File: src/rtl/ttl_bus_share_ctrl.sv
// Round-robin sequencer sharing one 8-bit board bus between latch/driver stages.
// Each grant is a one-cycle capture strobe, a timed active-low output enable, then an idle turnaround.
`timescale 1ns/1ps

module ttl_bus_share_ctrl #(
   parameter int unsigned NUM_REQ     = 4,
   parameter int unsigned HOLD_CYCLES = 2,
   parameter int unsigned TURNAROUND  = 1
) (
   input  logic               CLK,
   input  logic               nRST,
   input  logic [NUM_REQ-1:0] REQ,
   output logic [NUM_REQ-1:0] LATCH,
   output logic [NUM_REQ-1:0] nOE,
   output logic [NUM_REQ-1:0] GNT,
   output logic               BUSY,
   output logic               DONE
);

   // Index and counter widths cover the largest legal NUM_REQ (8) and HOLD_CYCLES (15).
   localparam int unsigned    PTR_W     = 3;
   localparam int unsigned    CNT_W     = 4;
   localparam int unsigned    REQ_PAD_W = 8;
   localparam logic [CNT_W-1:0] HOLD_LAST = CNT_W'(HOLD_CYCLES - 1);
   localparam logic [CNT_W-1:0] TURN_LAST = CNT_W'((TURNAROUND > 0) ? (TURNAROUND - 1) : 0);
   localparam logic [PTR_W-1:0] LAST_IDX  = PTR_W'(NUM_REQ - 1);

   typedef enum logic [1:0] {
      ST_IDLE  = 2'd0,
      ST_LATCH = 2'd1,
      ST_DRIVE = 2'd2,
      ST_TURN  = 2'd3
   } state_e;

   state_e             state_q, state_d;
   logic [PTR_W-1:0]   win_q, win_d;
   logic [PTR_W-1:0]   ptr_q, ptr_d;
   logic [CNT_W-1:0]   cnt_q, cnt_d;

   logic [NUM_REQ-1:0] latch_q, latch_d;
   logic [NUM_REQ-1:0] gnt_q, gnt_d;
   logic [NUM_REQ-1:0] noe_q, noe_d;
   logic               busy_q, busy_d;
   logic               done_q, done_d;

   logic [REQ_PAD_W-1:0] req_pad;
   logic                 any_req;
   logic [PTR_W-1:0]     arb_win;
   logic                 arb_found;
   logic [CNT_W-1:0]     arb_sum;
   logic [PTR_W-1:0]     arb_idx;
   state_e               arb_state;

   function automatic logic [NUM_REQ-1:0] onehot(input logic [PTR_W-1:0] idx);
      return NUM_REQ'(1) << idx;
   endfunction

   assign req_pad = REQ_PAD_W'(REQ);
   assign any_req = |REQ;

   // Round-robin search: first set request at or above the pointer, wrapping at NUM_REQ-1.
   always_comb begin
      arb_win   = '0;
      arb_found = 1'b0;
      arb_sum   = '0;
      arb_idx   = '0;
      for (int unsigned k = 0; k < NUM_REQ; k++) begin
         arb_sum = CNT_W'(ptr_q) + CNT_W'(k);
         if (arb_sum >= CNT_W'(NUM_REQ)) begin
            arb_sum = arb_sum - CNT_W'(NUM_REQ);
         end
         arb_idx = arb_sum[PTR_W-1:0];
         if (!arb_found && req_pad[arb_idx]) begin
            arb_found = 1'b1;
            arb_win   = arb_idx;
         end
      end
      arb_state = any_req ? ST_LATCH : ST_IDLE;
   end

   // Next-state logic; outputs are derived from the next state so they can be registered.
   always_comb begin
      state_d = state_q;
      win_d   = win_q;
      ptr_d   = ptr_q;
      cnt_d   = cnt_q;
      latch_d = '0;
      gnt_d   = '0;
      noe_d   = '1;
      busy_d  = 1'b0;
      done_d  = 1'b0;

      unique case (state_q)
         ST_IDLE: begin
            if (any_req) begin
               state_d = ST_LATCH;
               win_d   = arb_win;
            end
         end
         ST_LATCH: begin
            state_d = ST_DRIVE;
            cnt_d   = '0;
            ptr_d   = (win_q == LAST_IDX) ? '0 : (win_q + PTR_W'(1));
         end
         ST_DRIVE: begin
            if (cnt_q == HOLD_LAST) begin
               cnt_d = '0;
               if (TURNAROUND > 0) begin
                  state_d = ST_TURN;
               end else begin
                  state_d = arb_state;
                  if (any_req) win_d = arb_win;
               end
            end else begin
               cnt_d = cnt_q + CNT_W'(1);
            end
         end
         ST_TURN: begin
            if (cnt_q == TURN_LAST) begin
               cnt_d   = '0;
               state_d = arb_state;
               if (any_req) win_d = arb_win;
            end else begin
               cnt_d = cnt_q + CNT_W'(1);
            end
         end
         default: begin
            state_d = ST_IDLE;
            cnt_d   = '0;
         end
      endcase

      if (state_d == ST_LATCH) begin
         latch_d = onehot(win_d);
         gnt_d   = onehot(win_d);
      end
      if (state_d == ST_DRIVE) begin
         gnt_d  = onehot(win_d);
         noe_d  = ~onehot(win_d);
         done_d = (cnt_d == HOLD_LAST);
      end
      busy_d = (state_d != ST_IDLE);
   end

   // State and registered outputs; reset releases the bus immediately.
   always_ff @(posedge CLK or negedge nRST) begin
      if (!nRST) begin
         state_q <= ST_IDLE;
         win_q   <= '0;
         ptr_q   <= '0;
         cnt_q   <= '0;
         latch_q <= '0;
         gnt_q   <= '0;
         noe_q   <= '1;
         busy_q  <= 1'b0;
         done_q  <= 1'b0;
      end else begin
         state_q <= state_d;
         win_q   <= win_d;
         ptr_q   <= ptr_d;
         cnt_q   <= cnt_d;
         latch_q <= latch_d;
         gnt_q   <= gnt_d;
         noe_q   <= noe_d;
         busy_q  <= busy_d;
         done_q  <= done_d;
      end
   end

   assign LATCH = latch_q;
   assign GNT   = gnt_q;
   assign nOE   = noe_q;
   assign BUSY  = busy_q;
   assign DONE  = done_q;

endmodule
File: config.mk
export PLATFORM = sky130hd
export DESIGN_NAME = ttl_bus_share_ctrl
export DESIGN_NICKNAME = d
export VERILOG_FILES = /design/src/rtl/ttl_bus_share_ctrl.sv
export SDC_FILE = /design/constraint.sdc
export NUM_CORES = 1
export LEC_CHECK = 0
export BUFFER_PORTS_ARGS = -buffer_cell sky130_fd_sc_hd__buf_2
export CORE_UTILIZATION = 61
export DETAILED_ROUTE_END_ITERATION = 7
export PLACE_DENSITY = 0.88
export SYNTH_ARGS = -nofsm -noshare
export SYNTH_HDL_FRONTEND = slang
export SYNTH_SLANG_ARGS = --single-unit
File: constraint.sdc
create_clock -name CLK -period 5 [get_ports CLK]
set_input_delay 1.5 -clock CLK [delete_from_list [all_inputs] [get_ports CLK]]
set_output_delay 1.5 -clock CLK [all_outputs]
set_load 0.01 [all_outputs]
==> results of run 1 <==
-- routing by layer --
metal | vias up | global-route usage, %
li1 | 619 | -
met5 | - | 0
met1 | 629 | 33.27
met3 | 7 | 3.736
met2 | 30 | 46.20
met4 | 0 | 12.28
-- power breakdown --
part	leakage, nW	internal [mW]	switching, mW
registers	0.334	0.270	0.0486
logic	0.462	0.232	0.325
clock network	0.0279	0.0812	0.0647
total	0.824	0.584	0.438
-- cells in the mapped netlist, types with 2 or more instances --
| cell type | instances | share of area [%] |
|---|---|---|
| sky130_fd_sc_hd__dfrtp_1 | 22 | 35 |
| sky130_fd_sc_hd__nand2_1 | 15 | 3.5 |
| sky130_fd_sc_hd__inv_1 | 14 | 3.3 |
| sky130_fd_sc_hd__ha_1 | 10 | 7.9 |
| sky130_fd_sc_hd__a21oi_1 | 8 | 2.5 |
| sky130_fd_sc_hd__and3_1 | 6 | 2.4 |
| sky130_fd_sc_hd__nand3_1 | 6 | 1.9 |
| sky130_fd_sc_hd__o21ai_0 | 6 | 1.9 |
| sky130_fd_sc_hd__and2_1 | 4 | 1.6 |
| sky130_fd_sc_hd__dfstp_2 | 4 | 6.6 |
| sky130_fd_sc_hd__nor2b_1 | 4 | 1.6 |
| sky130_fd_sc_hd__o22ai_1 | 4 | 1.6 |
| sky130_fd_sc_hd__a211oi_1 | 3 | 1.4 |
| sky130_fd_sc_hd__buf_2 | 3 | 0.94 |
| sky130_fd_sc_hd__mux2i_1 | 3 | 1.9 |
| sky130_fd_sc_hd__nand2b_1 | 3 | 1.2 |
| sky130_fd_sc_hd__nor2_1 | 3 | 0.71 |
| sky130_fd_sc_hd__o211ai_1 | 3 | 1.4 |
| sky130_fd_sc_hd__nor3b_1 | 2 | 0.94 |
| sky130_fd_sc_hd__nor4_1 | 2 | 0.79 |
| sky130_fd_sc_hd__o221ai_1 | 2 | 1.1 |
| sky130_fd_sc_hd__o31ai_1 | 2 | 0.94 |
| sky130_fd_sc_hd__or4_1 | 2 | 0.94 |
-- state kept, by name, summed over array words and instances (netlist names) --
name and flops:
ptr_q 3, nOE 4, GNT 4, win_q 3, LATCH 4, state_q 2
DONE 1, cnt_q 4, BUSY 1
-- metrics by stage --
step           utilization [%]  hold WS, ns  total power [mW]  setup WS, ns
4_1_cts                  70.25       0.5812             1.020         2.023
6_report                 70.25       0.5755             1.022         1.971
2_1_floorplan                -       0.5176            0.7362         1.975
5_1_grt                  70.25       0.6103             1.102         1.859
3_3_place_gp             68.13       0.5516            0.8415         1.727
3_5_place_dp             68.13       0.5601            0.8713         1.690
-- cells in the final DEF, fill, tap and decap left out, drive strengths merged, types with 6 or more instances in the layout --
cell	n
and3	6
dfrtp	22
nand2	15
ha	10
inv	15
nand3	6
a21oi	8
buf	19
o21ai	7
-- logic make-up after synthesis --
family                   Yosys count  share of synthesized area, %
flip-flops                        26                         41.23
multiplexers                       5                         4.013
buffers and inverters             21                         5.742
adder cells (fa/ha/maj)           10                         7.868
AND/OR/NAND/NOR                   53                         19.59
XOR/XNOR                           1                        0.5508
AO/OA/AOI/OAI                     45                         21.01
-- layout make-up --
cell class | instances | area (um^2) | share of cell area (%)
Sequential cell | 26 | 655.6 | 37.67
Clock inverter | 1 | 30.03 | 1.725
Timing Repair Buffer | 19 | 95.09 | 5.464
Tap cell | 30 | 37.54 | 2.157
Inverter | 15 | 56.30 | 3.235
Clock buffer | 3 | 22.52 | 1.294
Multi-Input combinational cell | 114 | 843.3 | 48.45
-- path summary, 6_finish.rpt --
| check | to | depth (start not counted) |
|---|---|---|
| setup / recovery | GNT[2] | 7 |
| hold reg to reg | ptr_q[2] | 2 |
| setup reg to reg | GNT[3] | 8 |
| hold / removal | ptr_q[2] | 2 |
| max in group asynchronous | nOE[0] | 1 |
| min in group asynchronous | ptr_q[1] | 1 |
-- critical path, delay by kind of cell --
family                 cells  cell delay (ns)
AND/OR/NAND/NOR            2             0.35
buffers and inverters      1             0.15
AO/OA/AOI/OAI              3             0.79
multiplexers               1             0.51
==> flow_summary.yaml, run 1 <==
clock_network:
  clock_latency_of_the_later_clocked_register_in_the_worst_skew_pair_ns: 0.33
  cts_tree: "done"
  postCtsSetupBuffers: 0
  cts-root-buf: "sky130_fd_sc_hd__clkbuf_4"
  cts_resized: 0
  tritoncts_num_sinks: 26
  number_of_hold_repair_buffers_added_at_the_cts_stage: 0
  clk_pin_slew_worst_paths_ns: 0.14
  clock_tree.buffer_depth: 2
  cts_made_buffers: 3
  cts-htree-levels: 1
worst_setup_path:
  worstPathCellList: "buf_2, nor2b_1, mux4_2, a211oi_1, o211ai_1, a21oi_1, and3_1"
  setup.reg_to_reg.worst_slack_ns: 2.15
  critPathCaptureType: "flip-flop"
  critical-path-slowest-cell: "sky130_fd_sc_hd__mux4_2"
  critical_path.reg2reg.startpoint: "ptr_q[1]"
  critical_path.max_stage_delay_ns: 0.51
  cp_data_required_time_ns: 5.28
  start_kind: "input pin"
  critPathArrivalTime_ns: 3.30
  crit_fanout: 7
  worstSetupStartpoint: "REQ[1]"
  timing_worst_setup_path_type: "in2reg"
placement:
  hpwl_um: 2519
  place_area_mm2: 0.001688
  gp_congestion: 0.7720
  portBuffers: 19
  dp.cells: 204
sta:
  final-max-slew-violation-count: 0
  setup_repair_after_global_routing_missed_its_margin: "no"
  pin_slew_with_the_least_headroom_to_its_limit_ns: 0.5531
  setup-violations-final: 0
  slew-limit-headroom_pct: 63.12
  fmaxAchievable_ghz: 0.3301
  finClkSkew_ns: 0.003816
  count_of_endpoints_failing_hold_in_the_final_timing_report: 0
  final_min_period_over_clock_period_pct: 60.58
  fin_tns_setup_ns: 0
  tmin_final_ns: 3.029
min_path:
  min-delay-path-class: "reg2reg"
  hold_path.startpoint: "win_q[2]"
floorplanning:
  die-area_mm2: 0.002815
  die_height_um: 53.06
  pin_count: 20
  floorplan.initialDensity_pct: 64.19
  floorplan.die.width_um: 53.06
  placementRows: 18
  core_ar_mm2: 0.002477
power:
  p_leak_nw: 0.8243
  ir_drop_worst_vdd_uv: 420.2
  power.density_cell_area_mw_per_mm2: 587.2
drt:
  met2_length_um: 1623
  route.antenna.remaining_nets: 0
  routed.top_layer: "met4"
  routed-wl-met3_um: 133
  detail_route.drc_violations: 0
  first_iter_violations: 26
  totalWireLength_um: 3338
  routed_wire_length_per_instance_um: 16.05
  vias_per_cell: 6.178
  detailroute.via_count: 1285
  drt_first_pass_iters: 4
  wl_met1_um: 1523
cells_and_area:
  n_antenna_cell: 0
  final_cell_count_no_fill: 208
  num-nets-final: 195
  layout.cell_area.non_filler_mm2: 0.001740
  area_growth_syn_to_layout_pct: 9.441
  drive_above_1_share_pct: 21.35
  fillerInstances: 194
global_routing:
  groute.usage.overall_pct: 26.96
  grt_max_degree: 27
  first_pass_grt_wire_length_um: 5409
  grt_pass1_vias: 1224
  grt_remaining_overflow: 0
  antenna_violations_before_repair: 0
synth:
  async_reset_ff_share_pct: 100.0
  syn-cell-area_mm2: 0.001590
  ys_ff_latch: 26
  synth_enable_flop_cells: 0
  synth.yosys.seq_area_share_pct: 41.23
  synth.avg_cell_area_um2: 9.877
  synth-main-ff-cell: "sky130_fd_sc_hd__dfrtp_1"
  synth.net_count: 177
  synthDistinctLibCells: 53
  postSynthCellCount: 161
  synth.yosys.warnings: 0
outcome:
  outcome: "complete, no violations"
run:
  cap_violations: 0
Note: power is estimated with default switching activity, not from simulation.
==> run 2: changes to the inputs <==
--- a/config.mk
+++ b/config.mk
@@ -5,10 +5,11 @@
 export SDC_FILE = /design/constraint.sdc
 export NUM_CORES = 1
 export LEC_CHECK = 0
+export ABC_AREA = 1
 export BUFFER_PORTS_ARGS = -buffer_cell sky130_fd_sc_hd__buf_2
-export CORE_UTILIZATION = 61
+export CORE_UTILIZATION = 57
 export DETAILED_ROUTE_END_ITERATION = 7
-export PLACE_DENSITY = 0.88
+export PLACE_DENSITY = 0.84
 export SYNTH_ARGS = -nofsm -noshare
 export SYNTH_HDL_FRONTEND = slang
 export SYNTH_SLANG_ARGS = --single-unit
==> constraint.sdc (replaced) <==
create_clock -name CLK -period 3 [get_ports CLK]
set_input_delay 0.9 -clock CLK [delete_from_list [all_inputs] [get_ports CLK]]
set_output_delay 0.9 -clock CLK [all_outputs]
set_load 0.01 [all_outputs]
==> run 2 against run 1 <==
Synthesized cell count increased by 15%. Via count increased by 1.4%. Worst setup slack got worse by 1.3 ns. Critical endpoint is now GNT[0]. Largest power group unchanged.
==> flow_summary.yaml, run 2 <==
sta:
  count_of_endpoints_failing_hold_in_the_final_timing_report: 0
  tmin_final_ns: 2.341
  final_min_period_over_clock_period_pct: 78.05
  fmaxAchievable_ghz: 0.4271
  fin_tns_setup_ns: 0
  setup_repair_after_global_routing_missed_its_margin: "no"
  finClkSkew_ns: 0.001880
  pin_slew_with_the_least_headroom_to_its_limit_ns: 0.5519
  slew-limit-headroom_pct: 63.21
  setup-violations-final: 0
  final-max-slew-violation-count: 0
synth:
  cell_types_occupying_the_most_area_after_synthesis: "sky130_fd_sc_hd__dfrtp_1 35%, sky130_fd_sc_hd__ha_1 7.9%, sky130_fd_sc_hd__nand2_1 7.9%"
  async_reset_ff_share_pct: 100.0
  synth.avg_cell_area_um2: 8.508
  synth.net_count: 201
  ys_ff_latch: 26
  syn-cell-area_mm2: 0.001574
  synth.yosys.warnings: 0
  synthDominantAreaCellType: "sky130_fd_sc_hd__dfrtp_1"
  postSynthCellCount: 185
  yosysTopAreaCellShare_pct: 34.98
  synth-main-ff-cell: "sky130_fd_sc_hd__dfrtp_1"
  synth.top_cells.by_count: "33 x sky130_fd_sc_hd__nand2_1, 30 x sky130_fd_sc_hd__inv_1, 22 x sky130_fd_sc_hd__dfrtp_1, 20 x sky130_fd_sc_hd__nand3_1, 11 x sky130_fd_sc_hd__nor2_1"
  synthDistinctLibCells: 31
  synth_enable_flop_cells: 0
  post-synth-top-count-cell: "sky130_fd_sc_hd__nand2_1"
  synth.yosys.seq_area_share_pct: 41.65
floorplanning:
  floorplan.die.width_um: 54.55
  placementRows: 18
  die-area_mm2: 0.002976
  floorplan.initialDensity_pct: 61.85
  die_height_um: 54.55
  pin_count: 20
  core_ar_mm2: 0.002545
cells_and_area:
  fillerInstances: 208
  layout.cells.most_common: "sky130_fd_sc_hd__nand2_1"
  multiInputGateArea_um2: 774.5
  num-nets-final: 224
  drive_above_1_share_pct: 28.50
  area_growth_syn_to_layout_pct: 11.05
  layout.cells.most_common_list: "33 x sky130_fd_sc_hd__nand2_1, 30 x sky130_fd_sc_hd__inv_1, 22 x sky130_fd_sc_hd__dfrtp_1, 20 x sky130_fd_sc_hd__nand3_1, 19 x sky130_fd_sc_hd__buf_2"
  n_antenna_cell: 0
  seq_area_um2: 655.6
worst_setup_path:
  start_kind: "flip-flop"
  critPathArrivalTime_ns: 2.62
  timing_worst_setup_path_type: "reg2reg"
  cp_data_required_time_ns: 3.28
  setup.reg_to_reg.worst_slack_ns: 0.66
  critical-path-slowest-cell: "sky130_fd_sc_hd__dfrtp_1"
  critPathCaptureType: "flip-flop"
  critical_path.reg2reg.startpoint: "ptr_q[0]"
  worstPathCellList: "inv_6, ha_1, inv_1, nand3_2, nand3_1, nand3_1, nand3_1, nand2_1, nand3_2, a21oi_2, nand3_1, nand2_1"
  critical_path.max_stage_delay_ns: 0.61
  timing.critical_path.max_delay_family: "simple AND/OR/NAND/NOR gates"
  worstSetupStartpoint: "ptr_q[0]"
  cp_num_buf_inv: 2
  crit_fanout: 9
  path_common_cell: "sky130_fd_sc_hd__nand3_1"
  worst-r2r-cell-count: 12
  capture_point_of_the_worst_reg_to_reg_path: "GNT[0]"
clock_network:
  tritoncts_num_sinks: 26
  clk_pin_slew_worst_paths_ns: 0.13
  cts-htree-levels: 1
  clock_tree.buffer_depth: 2
  cts_made_buffers: 3
  cts_resized: 0
  postCtsSetupBuffers: 0
  cts_tree: "done"
  cts-root-buf: "sky130_fd_sc_hd__clkbuf_4"
  number_of_hold_repair_buffers_added_at_the_cts_stage: 0
  clock_latency_of_the_later_clocked_register_in_the_worst_skew_pair_ns: 0.32
global_routing:
  antenna_violations_before_repair: 0
  grt_remaining_overflow: 0
  grt_max_degree: 27
  first_pass_grt_wire_length_um: 4885
  grt_pass1_vias: 1220
  groute.usage.overall_pct: 23.08
placement:
  portBuffers: 19
  hpwl_um: 2348
  gp_congestion: 0.7954
drt:
  first_iter_violations: 34
  totalWireLength_um: 3085
  vias_per_cell: 5.498
  detailroute.via_count: 1303
  detail_route.drc_violations: 0
  routed_wire_length_per_instance_um: 13.02
  route.antenna.remaining_nets: 0
  drt_first_pass_iters: 4
power:
  power.density_cell_area_mw_per_mm2: 1122
  p_leak_nw: 0.9616
  ir_drop_worst_vdd_uv: 852.5
  p_total_mw: 1.961
outcome:
  outcome: "complete, no violations"
min_path:
  min-delay-path-class: "in2async"
run:
  cap_violations: 0
## run 2: cell count changes after synthesis, moves of 4 or more
cell / delta
sky130_fd_sc_hd__nand3_1: +14
sky130_fd_sc_hd__a21oi_1: -6
sky130_fd_sc_hd__nand2_2: +9
sky130_fd_sc_hd__nor2_1: +8
sky130_fd_sc_hd__nand2_1: +18
sky130_fd_sc_hd__and3_1: -6
sky130_fd_sc_hd__inv_1: +16
sky130_fd_sc_hd__nor2b_1: -4
sky130_fd_sc_hd__nand3_2: +8
sky130_fd_sc_hd__and2_1: -4
## run 2: power by group
group	internal, mW	switching [mW]	total [mW]
Combinational	0.401	0.776	1.18
Clock	0.135	0.103	0.239
Sequential	0.462	0.0836	0.546
Total	0.998	0.963	1.96
## run 2: worst register-to-register path: stages (launching register included)
cell                      delay [ns]
sky130_fd_sc_hd__dfrtp_1        0.61
sky130_fd_sc_hd__inv_6          0.09
sky130_fd_sc_hd__ha_1           0.38
sky130_fd_sc_hd__inv_1          0.10
sky130_fd_sc_hd__nand3_2        0.10
sky130_fd_sc_hd__nand3_1        0.15
sky130_fd_sc_hd__nand3_1        0.12
sky130_fd_sc_hd__nand3_1        0.08
sky130_fd_sc_hd__nand2_1        0.07
sky130_fd_sc_hd__nand3_2        0.09
sky130_fd_sc_hd__a21oi_2        0.25
sky130_fd_sc_hd__nand3_1        0.15
sky130_fd_sc_hd__nand2_1        0.09
## run 2: cell families (layout without fill, tap and decap cells)
logic type	count (synthesis)	in the layout	synth area share, %
flops	26	26	41.65
simple gates	94	94	32.19
xor+xnor	1	1	0.5565
fa+ha+maj	10	10	7.949
compound gates	19	19	8.507
buf+inv	35	57	9.142
## run 2: metrics by stage
stage	area [um^2]	hold WS (ns)	setup WS [ns]	cells	utilization (%)
detailed placement	1695	0.5170	0.6096	233	66.62
finish	1748	0.5391	0.6585	237	68.68
global route	1748	0.5761	0.5023	237	68.68
global placement	1695	0.5137	0.6848	233	66.62
CTS	1748	0.5358	0.6549	237	68.68
floorplan	1574	0.4968	1.003	185	-
## run 2: cell type report
cell class	count	area share, %
multi-input combinational	124	44.31
sequential	26	37.51
inverter	34	7.588
timing repair buffer	19	5.440
tap	30	2.147
clock inverter	1	1.718
clock buffer	3	1.288
## run 2: how the worst max path moves through the flow
stage                   to  slack [ns]  cells after the start
CTS                 GNT[0]        0.65                     12
global placement      DONE        0.68                     12
floorplan           GNT[0]        1.00                     14
finish              GNT[0]        0.66                     12
global route        GNT[1]        0.50                     12
detailed placement    DONE        0.61                     12
## run 2: layer usage
metal  vias to the layer above  track usage (%)  wire length (um)
met3                         7            1.667               112
met5                         -                0                 0
li1                        631                -                 -
met4                         0            6.410                46
met2                        32            45.73              1638
met1                       633            25.89              1288
